## src/rtl/bus_arb_mux_if.sv

```systemverilog
// Bus arbitration mux signal bundle: source-side request/data and registered bus results.
interface bus_arb_mux_if #(
  parameter int unsigned DATA_W = 32,
  parameter int unsigned N_SRC  = 25,
  parameter int unsigned SEL_W  = 5,
  parameter int unsigned CNT_W  = 16
);

  logic [N_SRC*DATA_W-1:0] src_data;
  logic [N_SRC-1:0]        src_out;
  logic                    hold;
  logic                    err_clr;
  logic [DATA_W-1:0]       bus_out;
  logic                    bus_valid;
  logic [SEL_W-1:0]        bus_sel;
  logic                    conflict;
  logic                    err_sticky;
  logic [CNT_W-1:0]        xfer_count;

  // Side that drives sources and observes the bus
  modport master (
    output src_data, src_out, hold, err_clr,
    input  bus_out, bus_valid, bus_sel, conflict, err_sticky, xfer_count
  );

  // The arbiter itself
  modport slave (
    input  src_data, src_out, hold, err_clr,
    output bus_out, bus_valid, bus_sel, conflict, err_sticky, xfer_count
  );

endinterface

```

## src/rtl/bus_arb_mux.sv

```systemverilog
// Samples per-source drive enables each cycle, resolves single/multiple drivers,
// and registers the selected word onto a shared bus with conflict reporting.
module bus_arb_mux #(
  parameter int unsigned DATA_W = 32,
  parameter int unsigned N_SRC  = 25,
  parameter int unsigned SEL_W  = 5,
  parameter int unsigned STRICT = 0,
  parameter int unsigned CNT_W  = 16
) (
  input  logic          clk,
  input  logic          clr,
  bus_arb_mux_if.slave  bif
);

  // Wide enough to hold a count of every source being enabled at once
  localparam int unsigned PC_W = $clog2(N_SRC + 1);

  logic [DATA_W-1:0] r_bus_out;
  logic              r_bus_valid;
  logic [SEL_W-1:0]  r_bus_sel;
  logic              r_conflict;
  logic              r_err_sticky;
  logic [CNT_W-1:0]  r_xfer_count;

  logic [PC_W-1:0]   w_pop;
  logic [SEL_W-1:0]  w_low;
  logic [DATA_W-1:0] w_word;
  logic              w_one;
  logic              w_multi;
  logic              w_load;

  logic [DATA_W-1:0] w_bus_out_nxt;
  logic              w_bus_valid_nxt;
  logic [SEL_W-1:0]  w_bus_sel_nxt;
  logic              w_conflict_nxt;
  logic              w_err_sticky_nxt;
  logic [CNT_W-1:0]  w_xfer_count_nxt;

  // Population count of enables and index of the lowest enabled source
  always_comb begin
    w_pop = '0;
    w_low = '0;
    for (int i = int'(N_SRC) - 1; i >= 0; i--) begin
      w_pop = w_pop + PC_W'(bif.src_out[i]);
      if (bif.src_out[i]) begin
        w_low = SEL_W'(i);
      end
    end
  end

  // Word mux driven by the resolved index
  always_comb begin
    w_word = '0;
    for (int i = 0; i < int'(N_SRC); i++) begin
      if (SEL_W'(i) == w_low) begin
        w_word = bif.src_data[i*DATA_W +: DATA_W];
      end
    end
  end

  // Next-state for all bus registers; a same-cycle conflict overrides err_clr
  always_comb begin
    w_one            = (w_pop == PC_W'(1));
    w_multi          = (w_pop >= PC_W'(2));
    w_load           = 1'b0;
    w_bus_out_nxt    = r_bus_out;
    w_bus_sel_nxt    = r_bus_sel;
    w_bus_valid_nxt  = 1'b0;
    w_conflict_nxt   = 1'b0;
    w_err_sticky_nxt = bif.err_clr ? 1'b0 : r_err_sticky;
    w_xfer_count_nxt = r_xfer_count;
    if (!bif.hold) begin
      if (w_multi) begin
        w_conflict_nxt   = 1'b1;
        w_err_sticky_nxt = 1'b1;
      end
      w_load = w_one || (w_multi && (STRICT == 0));
      if (w_load) begin
        w_bus_out_nxt    = w_word;
        w_bus_sel_nxt    = w_low;
        w_bus_valid_nxt  = 1'b1;
        w_xfer_count_nxt = r_xfer_count + CNT_W'(1);
      end
    end
  end

  // Output registers, cleared asynchronously
  always_ff @(posedge clk or negedge clr) begin
    if (!clr) begin
      r_bus_out    <= '0;
      r_bus_valid  <= 1'b0;
      r_bus_sel    <= '0;
      r_conflict   <= 1'b0;
      r_err_sticky <= 1'b0;
      r_xfer_count <= '0;
    end else begin
      r_bus_out    <= w_bus_out_nxt;
      r_bus_valid  <= w_bus_valid_nxt;
      r_bus_sel    <= w_bus_sel_nxt;
      r_conflict   <= w_conflict_nxt;
      r_err_sticky <= w_err_sticky_nxt;
      r_xfer_count <= w_xfer_count_nxt;
    end
  end

  assign bif.bus_out    = r_bus_out;
  assign bif.bus_valid  = r_bus_valid;
  assign bif.bus_sel    = r_bus_sel;
  assign bif.conflict   = r_conflict;
  assign bif.err_sticky = r_err_sticky;
  assign bif.xfer_count = r_xfer_count;

endmodule

```

## src/flat_wrapper.sv

```systemverilog
// flat-port wrapper written by rule: the top's interface ports become plain ports
module bus_arb_mux_flat 
#(
  parameter int unsigned DATA_W = 32,
  parameter int unsigned N_SRC  = 25,
  parameter int unsigned SEL_W  = 5,
  parameter int unsigned STRICT = 0,
  parameter int unsigned CNT_W  = 16
)
  (clk, clr, bif_src_data, bif_src_out, bif_hold, bif_err_clr, bif_bus_out, bif_bus_valid, bif_bus_sel, bif_conflict, bif_err_sticky, bif_xfer_count);
  bus_arb_mux_if #(.DATA_W(DATA_W), .N_SRC(N_SRC), .SEL_W(SEL_W), .CNT_W(CNT_W)) bif_i ();
  input  logic clk;
  input  logic clr;
  input wire logic [$bits(bif_i.src_data)-1:0] bif_src_data;
  input wire logic [$bits(bif_i.src_out)-1:0] bif_src_out;
  input wire logic [$bits(bif_i.hold)-1:0] bif_hold;
  input wire logic [$bits(bif_i.err_clr)-1:0] bif_err_clr;
  output wire logic [$bits(bif_i.bus_out)-1:0] bif_bus_out;
  output wire logic [$bits(bif_i.bus_valid)-1:0] bif_bus_valid;
  output wire logic [$bits(bif_i.bus_sel)-1:0] bif_bus_sel;
  output wire logic [$bits(bif_i.conflict)-1:0] bif_conflict;
  output wire logic [$bits(bif_i.err_sticky)-1:0] bif_err_sticky;
  output wire logic [$bits(bif_i.xfer_count)-1:0] bif_xfer_count;
  assign bif_i.src_data = bif_src_data;
  assign bif_i.src_out = bif_src_out;
  assign bif_i.hold = bif_hold;
  assign bif_i.err_clr = bif_err_clr;
  assign bif_bus_out = bif_i.bus_out;
  assign bif_bus_valid = bif_i.bus_valid;
  assign bif_bus_sel = bif_i.bus_sel;
  assign bif_conflict = bif_i.conflict;
  assign bif_err_sticky = bif_i.err_sticky;
  assign bif_xfer_count = bif_i.xfer_count;
  bus_arb_mux #(.DATA_W(DATA_W), .N_SRC(N_SRC), .SEL_W(SEL_W), .STRICT(STRICT), .CNT_W(CNT_W)) u_core (.clk(clk), .clr(clr), .bif(bif_i));
endmodule
```

## config.mk

```make
export PLATFORM = sky130hd
export DESIGN_NAME = bus_arb_mux_flat
export DESIGN_NICKNAME = d
export VERILOG_FILES = /design/src/rtl/bus_arb_mux_if.sv /design/src/rtl/bus_arb_mux.sv /design/src/flat_wrapper.sv
export SDC_FILE = /design/constraint.sdc
export NUM_CORES = 1
export LEC_CHECK = 0
export ABC_CLOCK_PERIOD_IN_PS = 2400
export CORE_AREA = 2 2 343 345
export DETAILED_ROUTE_END_ITERATION = 7
export DIE_AREA = 0 0 345 347
export DONT_BUFFER_PORTS = 1
export GPL_TIMING_DRIVEN = 1
export PLACE_DENSITY_LB_ADDON = 0.1
export SLEW_MARGIN = 20
export SYNTH_ARGS = -nofsm -noshare
export SYNTH_HDL_FRONTEND = slang
export SYNTH_SLANG_ARGS = --single-unit
```

## constraint.sdc

```tcl
create_clock -name clk -period 2.4 [get_ports clk]
set_input_delay 0.48 -clock clk [delete_from_list [all_inputs] [get_ports clk]]
set_output_delay 0.48 -clock clk [all_outputs]
set_load 0.02 [all_outputs]
```

* Yosys cells after proc, flatten, opt, wreduce, memory -nomap -nowiden
Cells that the tools add are included.
W data, S select, Z words.
** Cells by class
- Add/subtract/negate cells :: 25
- Multiply operators :: 0
- Divide/modulo/power cells :: 0
- $lt $le $gt $ge :: 1
- Equality and inequality tests :: 25
- Shifts and indexed selects :: 0
- Mux-type cells :: 57
- Bitwise operators :: 1
- Reduce and logical (&&, ||, !) cells :: 3
** Operators by type and width (number)
- $mux W32 :: 25
- $mux W5 :: 25
- $add A5 B1 Y5 :: 23
- $eq A5 B5 Y1 const A :: 9
- $eq A4 B5 Y1 const A :: 8
- $eq A3 B5 Y1 const A :: 4
- $add A16 B1 Y16 const B :: 1
- $eq A2 B5 Y1 const A :: 2
- $mux W1 :: 7
- $eq A1 B5 Y1 const A :: 1
- $eq A5 B1 Y1 const B :: 1
- $ge A5 B2 Y1 const B :: 1
- $logic_not A5 Y1 :: 1
- $add A1 B1 Y2 :: 1
- $reduce_and A2 Y1 :: 1
- $logic_or A1 B1 Y1 :: 1
- $not A1 Y1 :: 1
** Storage, ports and cells
- Flip-flop bits (word level) :: 56
- Latch bits :: 0
- RAM bits :: 0
- ROM bits :: 0
- Input port bits :: 829
- Output and inout port bits :: 56
- Word-level logic and storage cells :: 118
- Memories kept :: 0

* Logic depth before layout (Yosys ltp)
- Depth in word-level cells :: 51
- Depth in mapped cells :: 23

* Worst setup path after synthesis
No wires, ideal clock.
- Path type :: in2reg
- Start point :: input bif_src_out[2]
- End point :: register u_core.r_bus_out[29], in the netlist u_core.bif.bus_out[29]
- Setup time :: 87 ps
- Data arrival time :: 5975 ps
- Data required time :: 2313 ps
- Setup slack :: -3661 ps
- Stages :: 20
- Path buffers :: 3
- Path through :: buf_2 -> inv_1 -> fa_1 -> inv_1 -> fa_1 -> fa_1 -> fa_1 -> inv_1 -> fa_1 -> inv_1 -> ha_1 -> fa_1 -> or4_1 -> o31ai_1 -> inv_1 -> nand4_1 -> buf_2 -> clkbuf_1 -> o221ai_1 -> a211oi_2
** On the way
- Longest elaborated chain between the ends :: 29
- Elaborated cells on any way between the ends :: 60
** RTL lines
- from (decl) :: line flat_wrapper.sv:15 : input wire logic [$bits(bif_i.src_out)-1:0] bif_src_out;
- $mux W5 (3 in a row) :: line bus_arb_mux.sv:45 : if (bif.src_out[i]) begin
- $logic_not A5 Y1 :: line bus_arb_mux.sv:55 : if (SEL_W'(i) == w_low) begin
- $mux W32 (25 in a row) :: line bus_arb_mux.sv:55
- to (signal assigned) :: line bus_arb_mux.sv:97 : r_bus_out <= w_bus_out_nxt;
- to (decl) :: line bus_arb_mux.sv:18 : logic [DATA_W-1:0] r_bus_out;
Several ways; a longest one is shown, not always the timed one.
A chain may end at the register's enable or synchronous reset.

* Final worst setup path
- Start point :: input bif_src_out[24]
- End point :: register u_core.r_bus_out[22], in the netlist u_core.bif.bus_out[22]
** On the way
- Longest elaborated chain between the ends :: 51
- Elaborated cells on any way between the ends :: 103
** RTL lines
- parallel branches: the longest is 51 deep, another holds $add A5 B1 Y5
Parallel ways; which one is timed is not known.

==> summary.md <==
| Metric | Value |
|---|---|
| Status | `finished, violations left` |
| Failing checks | `design-rule violations, negative setup slack` |
| Net Count, Synth | `2199` |
| R2r setup slk | `0.67 ns` |
| Cells after synthesis | `1342` |
| Post-DP HPWL | `95490 um` |
| Hold path depth | `1` |
| Die Span Y | `347 um` |
| Drt first pass iters | `8` |
| DR vias | `13504` |
| Die ar. | `119700 um^2` |
| Vias in the first global route | `13846` |
| Critical path class | `in -> reg` |
| Final-report setup violation count | `56` |
| Worst-path maximum fanout | `12` |
| DRC viols | `2` |
| Largest net degree at the start of global routing | `57` |
| Fin crit share | `2.301` |
| Yosys cell types | `84` |
| DR WL/cell | `34.52 um` |
| CTS tree | `done` |
| Total negative slack | `-161.63 ns` |
| Synth Register Bits | `56` |
| Hold path endpoint | `u_core.bif.conflict$_DFF_PN0_` |
| Die Wd | `345 um` |
| Hold Path Origin | `bif_hold` |
| Worst setup margin | `-3.122 ns` |
| Grt total ovfl | `0` |
| Post-route ant nets | `0` |
| Worst setup EP type | `flip-flop` |
| Reg2reg path depth | `7` |
| Hold WC Path Type | `in -> reg` |
| Static leakage | `5.849 nW` |
| Reg2reg start | `u_core.bif.xfer_count[0]$_DFFE_PN0P_` |
| Root buf cell | `clkbuf_16` |
| Syn_area_per_cell | `7.269 um^2` |
| Min Tclk post-route | `5.522 ns` |
| Share of cells above drive strength 1 | `0.3232` |
| Final Hold Fails | `0` |
| Placer Congestion | `0.8770` |
| Worst-Margin Slew | `0.9550 ns` |
| Clock-pin slew on the worst setup and hold paths | `0.10 ns` |
| Row Count | `125` |
| Worst relative slew slack | `0.3621` |
| EDFF count, synth | `0` |
| Worst path required time | `2.69 ns` |
| Worst-skew pair later-pin latency | `0.35 ns` |
| Main synth FF type | `dfrtp_1` |
| I/O Pins | `885` |
| Starting DRT DRC Count | `1280` |
| Post-Layout Cell Count | `3154` |
| Most frequent cells in the layout | `buf_4, nand2_1, a21oi_1` |
| Design Area, Final | `15530 um^2` |
| Inst Count DP | `3101` |
| Max-cap viol count | `0` |
| Synthesized cell area | `9754 um^2` |
| Pwr per Cell Area | `535.2 nW/um^2` |
| RSZ-0062 raised after global routing | `true` |
| Area Overhead vs Synth | `59.21%` |
| Core area | `115700 um^2` |
| CP arrival | `5.81 ns` |
| Starting Density | `0.08428` |
| Layout Nets | `2462` |
| YS warnings | `0` |
| Skew final | `0.01175 ns` |
| First-pass GRT wire length | `137500 um` |
| Final core occ | `0.1342` |
| H-tree depth | `2` |
| GRT Overall Usage | `0.1716` |
| Fmax | `181.1 MHz` |
| Placed instance area | `14600 um^2` |
| Startpoint Class | `input pin` |
| Via density per instance | `4.282` |
| DRT Wirelength | `108900 um` |
| Initial antenna violation count | `51` |
| Post-synthesis sequential area ratio | `0.1437` |
| RR Endpoint | `u_core.bif.xfer_count[15]$_DFFE_PN0P_` |
| Commonest non-fill, non-tap cell in the layout | `buf_4` |
| Asr flop ratio synth | `1.000` |
| Total power | `8.311 mW` |
| Clock Tree Buf Depth | `2` |
| Total CTS buffers | `5` |
| Slew Viols, Final | `0` |
| IO buf count | `0` |
| # clock sinks | `56` |
| VDD IR max | `0.5218 mV` |
## Yosys cell counts, drive strengths merged, types with 6 or more instances
cell type / number / area share
a2111oi: 29 / 0.031
a211o: 9 / 0.0081
a211oi: 7 / 0.0074
a21boi: 7 / 0.0054
a21o: 12 / 0.0092
a21oi: 117 / 0.061
a221oi: 10 / 0.0096
a222oi: 39 / 0.040
a22o: 8 / 0.0072
a22oi: 16 / 0.012
a31oi: 19 / 0.015
a32oi: 6 / 0.0054
and2: 12 / 0.0077
and3: 17 / 0.011
buf: 67 / 0.039
clkbuf: 48 / 0.018
dfrtp: 56 / 0.14
fa: 18 / 0.037
ha: 10 / 0.013
inv: 45 / 0.017
mux2: 19 / 0.022
mux2i: 74 / 0.076
nand2: 214 / 0.083
nand3: 103 / 0.053
nand4: 15 / 0.0096
nor2: 67 / 0.027
nor3: 25 / 0.016
nor4: 15 / 0.015
o2111ai: 28 / 0.025
o211ai: 7 / 0.0054
o21ai: 47 / 0.024
o221ai: 27 / 0.025
o22a: 39 / 0.035
o22ai: 41 / 0.026
o31ai: 8 / 0.0072
xnor2: 10 / 0.0090
## final cells by class
| class | instances | area, um^2 |
|---|---|---|
| clock inverter | 3 | 26.28 |
| multi-input combinational | 1126 | 8175 |
| inverter | 45 | 183.9 |
| timing repair buffer | 371 | 3651 |
| sequential | 56 | 1401 |
| fill | 13319 | 100200 |
| antenna | 24 | 60.06 |
| tap | 1524 | 1907 |
| clock buffer | 5 | 125.1 |
## timing repair
item / in CTS / in global routing
setup buffers: 11 / 14
gates cloned: 2 / 1
hold buffers: 2 / 0
setup endpoints to repair: 56 / 56
pin swaps: 23 / 20
resized for setup: 64 / 52
hold endpoints to repair: 56 / 0
## metrics by stage
step           hold slack (ns)  worst slack (ns)
3_5_place_dp            0.1917            -4.364
2_1_floorplan           0.1844            -3.276
6_report                0.1885            -3.122
3_3_place_gp            0.1908            -4.466
4_1_cts                 0.1573            -3.125
5_1_grt                 0.1578            -3.313
## critical path: stages
cell and delay (ns):
inv_8 0.01, ha_4 0.25, inv_2 0.03, fa_1 0.47, inv_1 0.05, fa_1 0.49
fa_1 0.43, fa_1 0.49, inv_1 0.05, fa_1 0.49, inv_2 0.05, ha_4 0.16
fa_2 0.46, or4_4 0.46, o31ai_4 0.28, inv_2 0.12, nand4_1 0.15, buf_4 0.15
buf_12 0.10, buf_12 0.14, o22ai_1 0.09, a211o_1 0.29, a21oi_2 0.10
## worst max path at each step
stage,startpoint,endpoint,cells after the start
5_1_grt,bif_src_out[24],u_core.bif.bus_out[21]$_DFFE_PN0P_,23
3_5_place_dp,bif_src_out[24],u_core.bif.bus_out[27]$_DFFE_PN0P_,22
2_1_floorplan,bif_src_out[24],u_core.bif.bus_out[16]$_DFFE_PN0P_,22
3_3_place_gp,bif_src_out[24],u_core.bif.bus_out[27]$_DFFE_PN0P_,22
4_1_cts,bif_src_out[24],u_core.bif.bus_out[22]$_DFFE_PN0P_,23
6_report,bif_src_out[24],u_core.bif.bus_out[22]$_DFFE_PN0P_,23
## where the power goes
| part | switching (mW) | internal, mW |
|---|---|---|
| Clock | 0.549 | 0.404 |
| Combinational | 2.67 | 2.38 |
| Sequential | 1.02 | 1.30 |
## state kept, by name, indices dropped and copies added (netlist names)
signal	cells
u_core.bif.bus_valid	1
u_core.bif.bus_out	32
u_core.bif.err_sticky	1
u_core.bif.conflict	1
u_core.bif.bus_sel	5
u_core.bif.xfer_count	16
## cell families (layout without fill, tap and decap cells)
| kind of cell | after synthesis | after routing | share of synthesized area |
|---|---|---|---|
| compound gates | 501 | 501 | 0.3826 |
| xor+xnor | 15 | 15 | 0.01347 |
| fa+ha+maj | 28 | 28 | 0.04977 |
| buf+inv | 160 | 424 | 0.07440 |
| flops | 56 | 56 | 0.1437 |
| mux | 93 | 93 | 0.09787 |
| other cells | 0 | 24 | 0 |
| simple gates | 489 | 489 | 0.2382 |
## per-layer routing
metal  GRT usage  part of all wire  routed length [um]  vias to the layer above
met1      0.2175              0.43               46350                     6709
li1            -                 -                   -                     5795
met5           0            0.0022                 237                        -
met2      0.2800              0.46               50590                      820
met3     0.05229             0.080                8757                      142
met4     0.04762             0.027                2956                       38
Power figures use the tool's default switching activity.
